===== config.mk =====
export PLATFORM = sky130hd
export DESIGN_NAME = fpalu_sequencer
export DESIGN_NICKNAME = d
export VERILOG_FILES = /design/src/rtl/fpalu_sequencer.sv
export SDC_FILE = /design/constraint.sdc
export NUM_CORES = 1
export LEC_CHECK = 0
export ABC_CLOCK_PERIOD_IN_PS = 1870
export CORE_ASPECT_RATIO = 1.25
export CORE_UTILIZATION = 35
export DETAILED_ROUTE_END_ITERATION = 12
export PLACE_DENSITY = 0.73
export SLEW_MARGIN = 5
export SYNTH_ARGS = -nofsm -noshare
export SYNTH_HDL_FRONTEND = slang
export SYNTH_SLANG_ARGS = --single-unit

===== constraint.sdc =====
create_clock -name iclock -period 1.87 [get_ports iclock]
set_clock_uncertainty 0.15 [all_clocks]
set_input_delay 0.187 -clock iclock [delete_from_list [all_inputs] [get_ports iclock]]
set_output_delay 0.187 -clock iclock [all_outputs]
set_load 0.005 [all_outputs]

===== src/rtl/fpalu_sequencer.sv =====
// Multicycle issue controller between FP decode and the FPALU: latches one op, waits its latency, captures results.
// Optional sticky exception-flag CSR is enabled with `define FPSEQ_STICKY_FLAGS_EN.
module fpalu_sequencer #(
  parameter int LAT_ADDSUB = 7,
  parameter int LAT_MUL    = 5,
  parameter int LAT_DIV    = 6,
  parameter int LAT_SQRT   = 16,
  parameter int LAT_CMP    = 1,
  parameter int LAT_CVT    = 6,
  parameter int LAT_MISC   = 1
) (
  input  logic        iclock,
  input  logic        ireset,
  input  logic        istart,
  input  logic [4:0]  icontrol,
  input  logic [31:0] idataa,
  input  logic [31:0] idatab,
  output logic        ordy,
  output logic [4:0]  ofpcontrol,
  output logic [31:0] ofpa,
  output logic [31:0] ofpb,
  input  logic [31:0] ifpresult,
  input  logic        ifpnan,
  input  logic        ifpzero,
  input  logic        ifpoverflow,
  input  logic        ifpunderflow,
  input  logic        ifpcomp,
  output logic        odone,
  input  logic        iack,
  output logic [31:0] oresult,
  output logic [3:0]  oflags,
  output logic        ocomp,
`ifdef FPSEQ_STICKY_FLAGS_EN
  input  logic        iclrflags,
  output logic [3:0]  ofcsr,
`endif
  output logic        oillegal
);

  localparam logic [4:0] FOPADD    = 5'd0;
  localparam logic [4:0] FOPSUB    = 5'd1;
  localparam logic [4:0] FOPMUL    = 5'd2;
  localparam logic [4:0] FOPDIV    = 5'd3;
  localparam logic [4:0] FOPSQRT   = 5'd4;
  localparam logic [4:0] FOPCEQ    = 5'd5;
  localparam logic [4:0] FOPCLT    = 5'd6;
  localparam logic [4:0] FOPCLE    = 5'd7;
  localparam logic [4:0] FOPCVTSW  = 5'd8;
  localparam logic [4:0] FOPCVTWS  = 5'd9;
  localparam logic [4:0] FOPABS    = 5'd10;
  localparam logic [4:0] FOPNEG    = 5'd11;
  localparam logic [4:0] FOPSIGNJ  = 5'd12;
  localparam logic [4:0] FOPSIGNJN = 5'd13;
  localparam logic [4:0] FOPSIGNJX = 5'd14;

  // A configured latency of 0 still needs one capture cycle.
  localparam logic [7:0] L_ADDSUB = (LAT_ADDSUB < 1) ? 8'd1 : 8'(LAT_ADDSUB);
  localparam logic [7:0] L_MUL    = (LAT_MUL    < 1) ? 8'd1 : 8'(LAT_MUL);
  localparam logic [7:0] L_DIV    = (LAT_DIV    < 1) ? 8'd1 : 8'(LAT_DIV);
  localparam logic [7:0] L_SQRT   = (LAT_SQRT   < 1) ? 8'd1 : 8'(LAT_SQRT);
  localparam logic [7:0] L_CMP    = (LAT_CMP    < 1) ? 8'd1 : 8'(LAT_CMP);
  localparam logic [7:0] L_CVT    = (LAT_CVT    < 1) ? 8'd1 : 8'(LAT_CVT);
  localparam logic [7:0] L_MISC   = (LAT_MISC   < 1) ? 8'd1 : 8'(LAT_MISC);

  typedef enum logic [1:0] {IDLE, BUSY, DONE} state_t;

  state_t      state_reg;
  logic [7:0]  cnt_reg;
  logic        illegal_pend_reg;
  logic [7:0]  lat_sel;
  logic        op_legal;
  logic        capture;
  logic [3:0]  cap_flags;

  always_comb begin
    lat_sel  = 8'd1;
    op_legal = 1'b1;
    case (icontrol)
      FOPADD, FOPSUB:                   lat_sel = L_ADDSUB;
      FOPMUL:                           lat_sel = L_MUL;
      FOPDIV:                           lat_sel = L_DIV;
      FOPSQRT:                          lat_sel = L_SQRT;
      FOPCEQ, FOPCLT, FOPCLE:           lat_sel = L_CMP;
      FOPCVTSW, FOPCVTWS:               lat_sel = L_CVT;
      FOPABS, FOPNEG, FOPSIGNJ,
      FOPSIGNJN, FOPSIGNJX:             lat_sel = L_MISC;
      default:                          op_legal = 1'b0;
    endcase
  end

  assign capture   = (state_reg == BUSY) && (cnt_reg == 8'd1);
  assign cap_flags = illegal_pend_reg ? 4'b0000
                                      : {ifpnan, ifpzero, ifpoverflow, ifpunderflow};

  always_ff @(posedge iclock) begin
    if (ireset) begin
      state_reg        <= IDLE;
      cnt_reg          <= 8'd0;
      illegal_pend_reg <= 1'b0;
      ordy             <= 1'b1;
      odone            <= 1'b0;
      ofpcontrol       <= 5'd0;
      ofpa             <= 32'd0;
      ofpb             <= 32'd0;
      oresult          <= 32'd0;
      oflags           <= 4'd0;
      ocomp            <= 1'b0;
      oillegal         <= 1'b0;
    end else begin
      case (state_reg)
        IDLE: begin
          if (istart) begin
            ofpcontrol       <= icontrol;
            ofpa             <= idataa;
            ofpb             <= idatab;
            cnt_reg          <= lat_sel;
            illegal_pend_reg <= ~op_legal;
            ordy             <= 1'b0;
            state_reg        <= BUSY;
          end
        end
        BUSY: begin
          if (capture) begin
            oresult   <= illegal_pend_reg ? 32'd0 : ifpresult;
            oflags    <= cap_flags;
            ocomp     <= illegal_pend_reg ? 1'b0 : ifpcomp;
            oillegal  <= illegal_pend_reg;
            odone     <= 1'b1;
            state_reg <= DONE;
          end else begin
            cnt_reg <= cnt_reg - 8'd1;
          end
        end
        DONE: begin
          if (iack) begin
            odone     <= 1'b0;
            ordy      <= 1'b1;
            state_reg <= IDLE;
          end
        end
        default: begin
          state_reg <= IDLE;
          ordy      <= 1'b1;
          odone     <= 1'b0;
        end
      endcase
    end
  end

`ifdef FPSEQ_STICKY_FLAGS_EN
  // Clear wins over accumulation when both land on the same edge.
  always_ff @(posedge iclock) begin
    if (ireset || iclrflags) begin
      ofcsr <= 4'd0;
    end else if (capture) begin
      ofcsr <= ofcsr | cap_flags;
    end
  end
`endif

endmodule

==> results.tsv, run 1 <==
metric	value	unit
timing.critical_path.arrival	1920	ps
cts_max_level	4	
wire_per_inst	14.1	µm
global_route.overflow_total	0	
groute.usage.overall	20.2	%
regToRegStartpoint	cnt_reg[1]$_SDFFE_PP0P_	
pin_count	219	
area_growth	68.3	%
slew_headroom	61.7	%
clock_slew_at_reported_path_ffs	50	ps
placed_cells_incl_taps	932	
maxSlewViolCount	0	
post_dr_vias_cell	4.79	
critical_path.startpoint	cnt_reg[1]$_SDFFE_PP0P_	
placeableCoreArea	12700	µm²
r2r-end	cnt_reg[5]$_SDFFE_PP0P_	
timing.critical_path.to	cnt_reg[5]$_SDFFE_PP0P_	
ys_ff_latch	120	
path_max_fanout	4	
register_area	2400	µm²
grt_first_pass_wirelength	21900	µm
drt_pass1_iterations	4	
tritoncts	built	
grt_pass1_vias	4488	
drt_drc_violations_left	0	
critical_path.endpoint_type	register	
reg.largest.list	ofpa (32), ofpb (32), oresult (32)	
max-vdd-ir-drop	0.585	mV
most-common-layout-cells	sky130_fd_sc_hd__clkdlybuf4s50_1 (217), sky130_fd_sc_hd__nand2_1 (184), sky130_fd_sc_hd__dfxtp_1 (120)	
initial_utilization	35.9	%
multiInputGateArea	1960	µm²
drt_iter0_drc	229	
cts.path.max_buffers	2	
grt.met1_usage	23.1	%
tritoncts.num_buffers	17	
yosys_warnings	0	
fillers	1105	
grt_util_met3	7.19	%
ant_nets	0	
num_vias	4631	
r2r.worst_path.cells	7	
synth.largest_area_cell	sky130_fd_sc_hd__dfxtp_1	
postRouteWirelength	13600	µm
mostFrequentLayoutCell	sky130_fd_sc_hd__clkdlybuf4s50_1	
gp_congestion	0.775	
worst-endpoint-required	2010	ps
final_min_period_over_clock_period	95.1	%
grt_antenna_before_repair	0	
grt_setup_unrepaired	no	
synth_area_per_cell	8.06	µm²
mappedNetlistNets	676	
total_die_area	13400	µm²
final.min_clock_period	1780	ps
power	7.33	mW
number_of_clock_sinks_seen_by_cts	120	
power.static_leakage	2.76	nW
crit_type	register to register	
status	complete, no violations	
seq_area_frac_synth	52.9	%
worst_skew_pair.late_latency	390	ps
yosys.area.top_type_share	52.9	%
yosys-top-cells-area	sky130_fd_sc_hd__dfxtp_1 (53%), sky130_fd_sc_hd__nand2_1 (15%), sky130_fd_sc_hd__a21oi_1 (13%)	
final-hold-violation-count	0	
detailedPlace.worstSlack	-46.5	ps
power-per-cell-area	958	nW/µm²
syn-cell-area	4540	µm²
port_buffers	218	
syn-instance-count	564	
global_route.peak_usage_layer	met2	
netlist-cell-type-count	33	
die-height	129	µm
post_route_cells_drive_above_1_share	7.89	%
hpwl	9610	µm
worstMarginPinSlew	570	ps
layout.nets	898	
max_cap_violations	0	
fp-row-count	46	
die_w	104	µm
depth_of_the_worst_hold_timing_path	3	
finalSetupViolations	0	
n_antenna_cell	0	
groute.layer.met2.usage	33.9	%
hp-class	input pin to register	
timing.critical_path.from_type	register	
reg2reg_slack	90	ps
final_cells	966	
clk_root_buffer_cell	sky130_fd_sc_hd__clkbuf_16	
grt_start_max_net_pins	75	
postLayoutSetupSlackWorst	91.6	ps
fmaxAchievable	562	MHz
-- cell usage after synthesis, drive strengths merged --
cell,instances
a211oi,3
a21bo,1
a21oi,115
a311oi,1
a31o,2
a31oi,5
a41oi,1
and2,1
and3,2
and4,1
buf,7
clkbuf,35
dfxtp,120
ha,2
inv,8
nand2,184
nand2b,2
nand3,1
nand3b,38
nand4,4
nor2,8
nor2b,5
nor3,5
nor3b,2
nor4,1
nor4bb,1
o21ai,5
o21ba,1
o21bai,1
o22ai,1
or2,1
-- cells by family (layout without fill, tap and decap cells) --
group	after synthesis	in the layout	synth area share, %
buf+inv	50	284	4.60
flops	120	120	52.9
compound gates	136	136	15.9
fa+ha+maj	2	2	0.551
simple gates	256	256	26.1
-- final cells by class --
type | count | share of cell area [%]
multi-input cells | 394 | 25.6
inverters | 8 | 0.393
clock inverters | 7 | 1.54
repair buffers | 245 | 32.0
clock buffers | 24 | 6.30
well taps | 168 | 2.75
flip-flops and latches | 120 | 31.4
-- layer usage --
layer  share of wire (%)  vias up
li1                    -     2320
met1                  41     2117
met2                  49      168
met3                 7.3       26
met4                 2.8        0
met5                   0        -
-- worst max-delay path: stages (launching register included) --
cell                       delay [ps]
sky130_fd_sc_hd__dfxtp_1          330
sky130_fd_sc_hd__inv_1             60
sky130_fd_sc_hd__ha_1             180
sky130_fd_sc_hd__nor3b_4          160
sky130_fd_sc_hd__a311oi_2         310
sky130_fd_sc_hd__buf_4            180
sky130_fd_sc_hd__a21oi_1           70
sky130_fd_sc_hd__o21ba_2          240
-- timing repair --
action                                 in CTS  in global routing
hold buffers                                1                  0
endpoints found under the hold margin      10                  0
setup buffers                               0                  2
cloned                                      0                  0
setup endpoints to repair                  40                 39
gates resized for setup                     1                  2
pin swaps                                   0                  1
-- how the worst min path moves through the flow --
stage	startpoint	to	slack, ps
after floorplan	idataa[0]	ofpa[0]$_SDFFE_PP0P_	170
after global placement	oresult[22]$_SDFFE_PP0P_	oresult[22]$_SDFFE_PP0P_	290
after detailed placement	oflags[2]$_SDFFE_PP0P_	oflags[2]$_SDFFE_PP0P_	290
after CTS	idataa[18]	ofpa[18]$_SDFFE_PP0P_	170
after global routing	idataa[8]	ofpa[8]$_SDFFE_PP0P_	170
final	idataa[28]	ofpa[28]$_SDFFE_PP0P_	180
-- report_power, final --
| part | leakage, nW | internal [mW] | switching, mW |
|---|---|---|---|
| logic | 1.50 | 0.704 | 0.531 |
| registers | 0.980 | 2.72 | 0.0965 |
| clock network | 0.283 | 2.19 | 1.09 |
| total | 2.76 | 5.61 | 1.71 |
-- per-stage QoR --
stage	cell area (µm²)	setup TNS (ps)	utilization (%)	hold WS (ps)
finish	7650	0	60.4	183
CTS	7620	0	60.2	169
global route	7650	0	60.4	175
floorplan	4540	0	-	173
global placement	7010	0	55.3	287
detailed placement	7010	-132	55.3	294
No activity file was read; power rests on OpenSTA's default activity.
==> run 2: changes to the inputs <==
Settings changed: REMOVE_ABC_BUFFERS set to 1, SKIP_CTS_REPAIR_TIMING set to 1.
==> run 2 against run 1 <==
Effect of this change: critical path depth grew 1; sequential share of layout area grew 0.058 points; register-to-register slack is essentially flat; global-route usage shrank 0.47 points; cell area shrank 0.13%; sequential cell count is the same; total power grew 1.2%; largest cell class unchanged; largest power group unchanged.
==> results.tsv, run 2 (same netlist as run 1, synthesis figures left out) <==
metric	value	unit	change
dpl-instance-area	7000	µm²	-0.11%
path_delay_family	buffers and inverters		
post_dr_vias_cell	4.86		+1.3%
tritoncts.num_buffers	17		unchanged
area_growth	68.1	%	
reg.largest.list	ofpa (32), ofpb (32), oresult (32)		
ant_nets	0		unchanged
cts_max_level	4		unchanged
pin_count	219		unchanged
timing.critical_path.arrival	1950	ps	+30 ps
worst-endpoint-required	2040	ps	+30 ps
maxSlewViolCount	0		unchanged
post_layout_inst_area	7640	µm²	-0.13%
fmaxAchievable	562	MHz	about the same
grt_pass1_vias	4408		-1.8%
layout.nets	890		-0.89%
grt_first_pass_wirelength	21200	µm	-3.2%
most-common-layout-cells	sky130_fd_sc_hd__clkdlybuf4s50_1 (217), sky130_fd_sc_hd__nand2_1 (184), sky130_fd_sc_hd__dfxtp_1 (119)		
cp.buffers_inverters	3		+1
drt_iter0_drc	173		-24%
cell_with_the_most_instances_on_the_worst_path	sky130_fd_sc_hd__buf_4		
final-hold-violation-count	0		unchanged
reg2reg_slack	90	ps	about the same
global_route.overflow_total	0		unchanged
regToRegStartpoint	cnt_reg[1]$_SDFFE_PP0P_		
max-vdd-ir-drop	0.567	mV	-3.1%
detailedPlace.worstSlack	-29.0	ps	+17.5 ps
grt_setup_unrepaired	no		
gp_congestion	0.810		+4.6%
hold_path_end	ofpa[4]$_SDFFE_PP0P_		
placeableCoreArea	12700	µm²	unchanged
wire_per_inst	14.1	µm	+0.31%
final_cells	959		-0.72%
drt_drc_violations_left	0		unchanged
port_buffers	218		unchanged
timing.critical_path.slowest_cell_delay	340	ps	about the same
grt_antenna_before_repair	0		unchanged
hpwl	9400	µm	-2.2%
worst_skew_pair.late_latency	400	ps	about the same
total_die_area	13400	µm²	unchanged
fp-row-count	46		unchanged
clock_slew_at_reported_path_ffs	60	ps	about the same
final.min_clock_period	1780	ps	+0.562 ps
finalSetupViolations	0		unchanged
power.static_leakage	2.75	nW	-0.54%
r2r-end	cnt_reg[6]$_SDFFE_PP0P_		
groute.usage.overall	19.7	%	-0.47 points
timing.critical_path.from_type	register		
die-height	129	µm	unchanged
critical_path.endpoint_type	register		
number_of_clock_sinks_seen_by_cts	120		unchanged
mostFrequentLayoutCell	sky130_fd_sc_hd__clkdlybuf4s50_1		
post_route_cells_drive_above_1_share	7.59	%	-0.31 points
multiInputGateArea	1950	µm²	-0.64%
path_max_fanout	8		+4
placed_cells_incl_taps	926		-0.64%
fin_hold_ws	38.0	ps	-145 ps
die_w	104	µm	unchanged
cts.path.max_buffers	2		unchanged
n_antenna_cell	0		unchanged
drt_pass1_iterations	4		unchanged
status	complete, no violations		
final_util	60.3	%	-0.079 points
fillers	1086		-1.7%
grt_start_max_net_pins	59		-21%
postRouteWirelength	13600	µm	-0.42%
slew_headroom	59.8	%	-1.9 points
initial_utilization	35.9	%	unchanged
crit_path_cells	inv_1, ha_1, nor3b_2, buf_4, a31oi_1, buf_4, nand4_1, a21oi_1		
final_min_period_over_clock_period	95.1	%	about the same
hold_path_startpoint	ireset		
worstMarginPinSlew	599	ps	+28.5 ps
r2r.worst_path.cells	8		+1
max_cap_violations	0		unchanged
depth_of_the_worst_hold_timing_path	2		-1
num_vias	4656		+0.54%
power-per-cell-area	971	nW/µm²	+1.4%
hp-class	input pin to register		
clk_root_buffer_cell	sky130_fd_sc_hd__clkbuf_16		
cp_slowest_cell	sky130_fd_sc_hd__dfxtp_1		
postLayoutSetupSlackWorst	91.1	ps	-0.562 ps
register_area	2400	µm²	about the same
tritoncts	built		
crit_type	register to register		
-- run 2: changes by cell type in the layout (fill, tap and decap cells not counted), moves of 2 or more --
| cell | change |
|---|---|
| sky130_fd_sc_hd__buf_12 | +3 |
| sky130_fd_sc_hd__clkbuf_1 | -3 |
| sky130_fd_sc_hd__clkinvlp_4 | +2 |
| sky130_fd_sc_hd__buf_4 | -10 |
-- run 2: cell type report --
type	instances	area share, %
tap	168	2.75
sequential	120	31.5
clock inverter	10	1.85
inverter	8	0.393
clock buffer	22	6.34
timing repair buffer	237	31.7
multi-input combinational	394	25.5
-- run 2: how the worst max path moves through the flow --
| stage | cells past startpoint | start | slack [ps] | end |
|---|---|---|---|---|
| after detailed placement | 7 | istart | -30 | ofpa[0]$_SDFFE_PP0P_ |
| after global placement | 7 | istart | 50 | ofpa[6]$_SDFFE_PP0P_ |
| after CTS | 8 | cnt_reg[1]$_SDFFE_PP0P_ | -30 | cnt_reg[6]$_SDFFE_PP0P_ |
| after floorplan | 4 | state_reg[0]$_SDFFE_PP0P_ | -1780 | cnt_reg[0]$_SDFFE_PP0P_ |
| after global routing | 8 | cnt_reg[1]$_SDFFE_PP0P_ | 4 | cnt_reg[6]$_SDFFE_PP0P_ |
| final | 8 | cnt_reg[1]$_SDFFE_PP0P_ | 90 | cnt_reg[6]$_SDFFE_PP0P_ |
-- run 2: where the power goes --
part	switching (mW)	total, mW	internal (mW)
combinational	0.520	1.21	0.686
sequential	0.102	2.82	2.72
clock	1.15	3.39	2.24
-- run 2: routing by layer --
metal | track usage [%] | up-vias | wire length, µm
li1 | - | 2305 | -
met1 | 21.5 | 2131 | 5530
met2 | 33.7 | 196 | 6560
met3 | 7.90 | 24 | 1150
met4 | 9.50 | 0 | 310
met5 | 0 | - | 0
-- run 2: through the flow --
stage	TNS [ps]	total power [mW]
finish	0	7.42
global route	0	7.72
CTS	-28.5	7.47
detailed placement	-262	4.06
global placement	0	4.02
floorplan	-127210	3.30
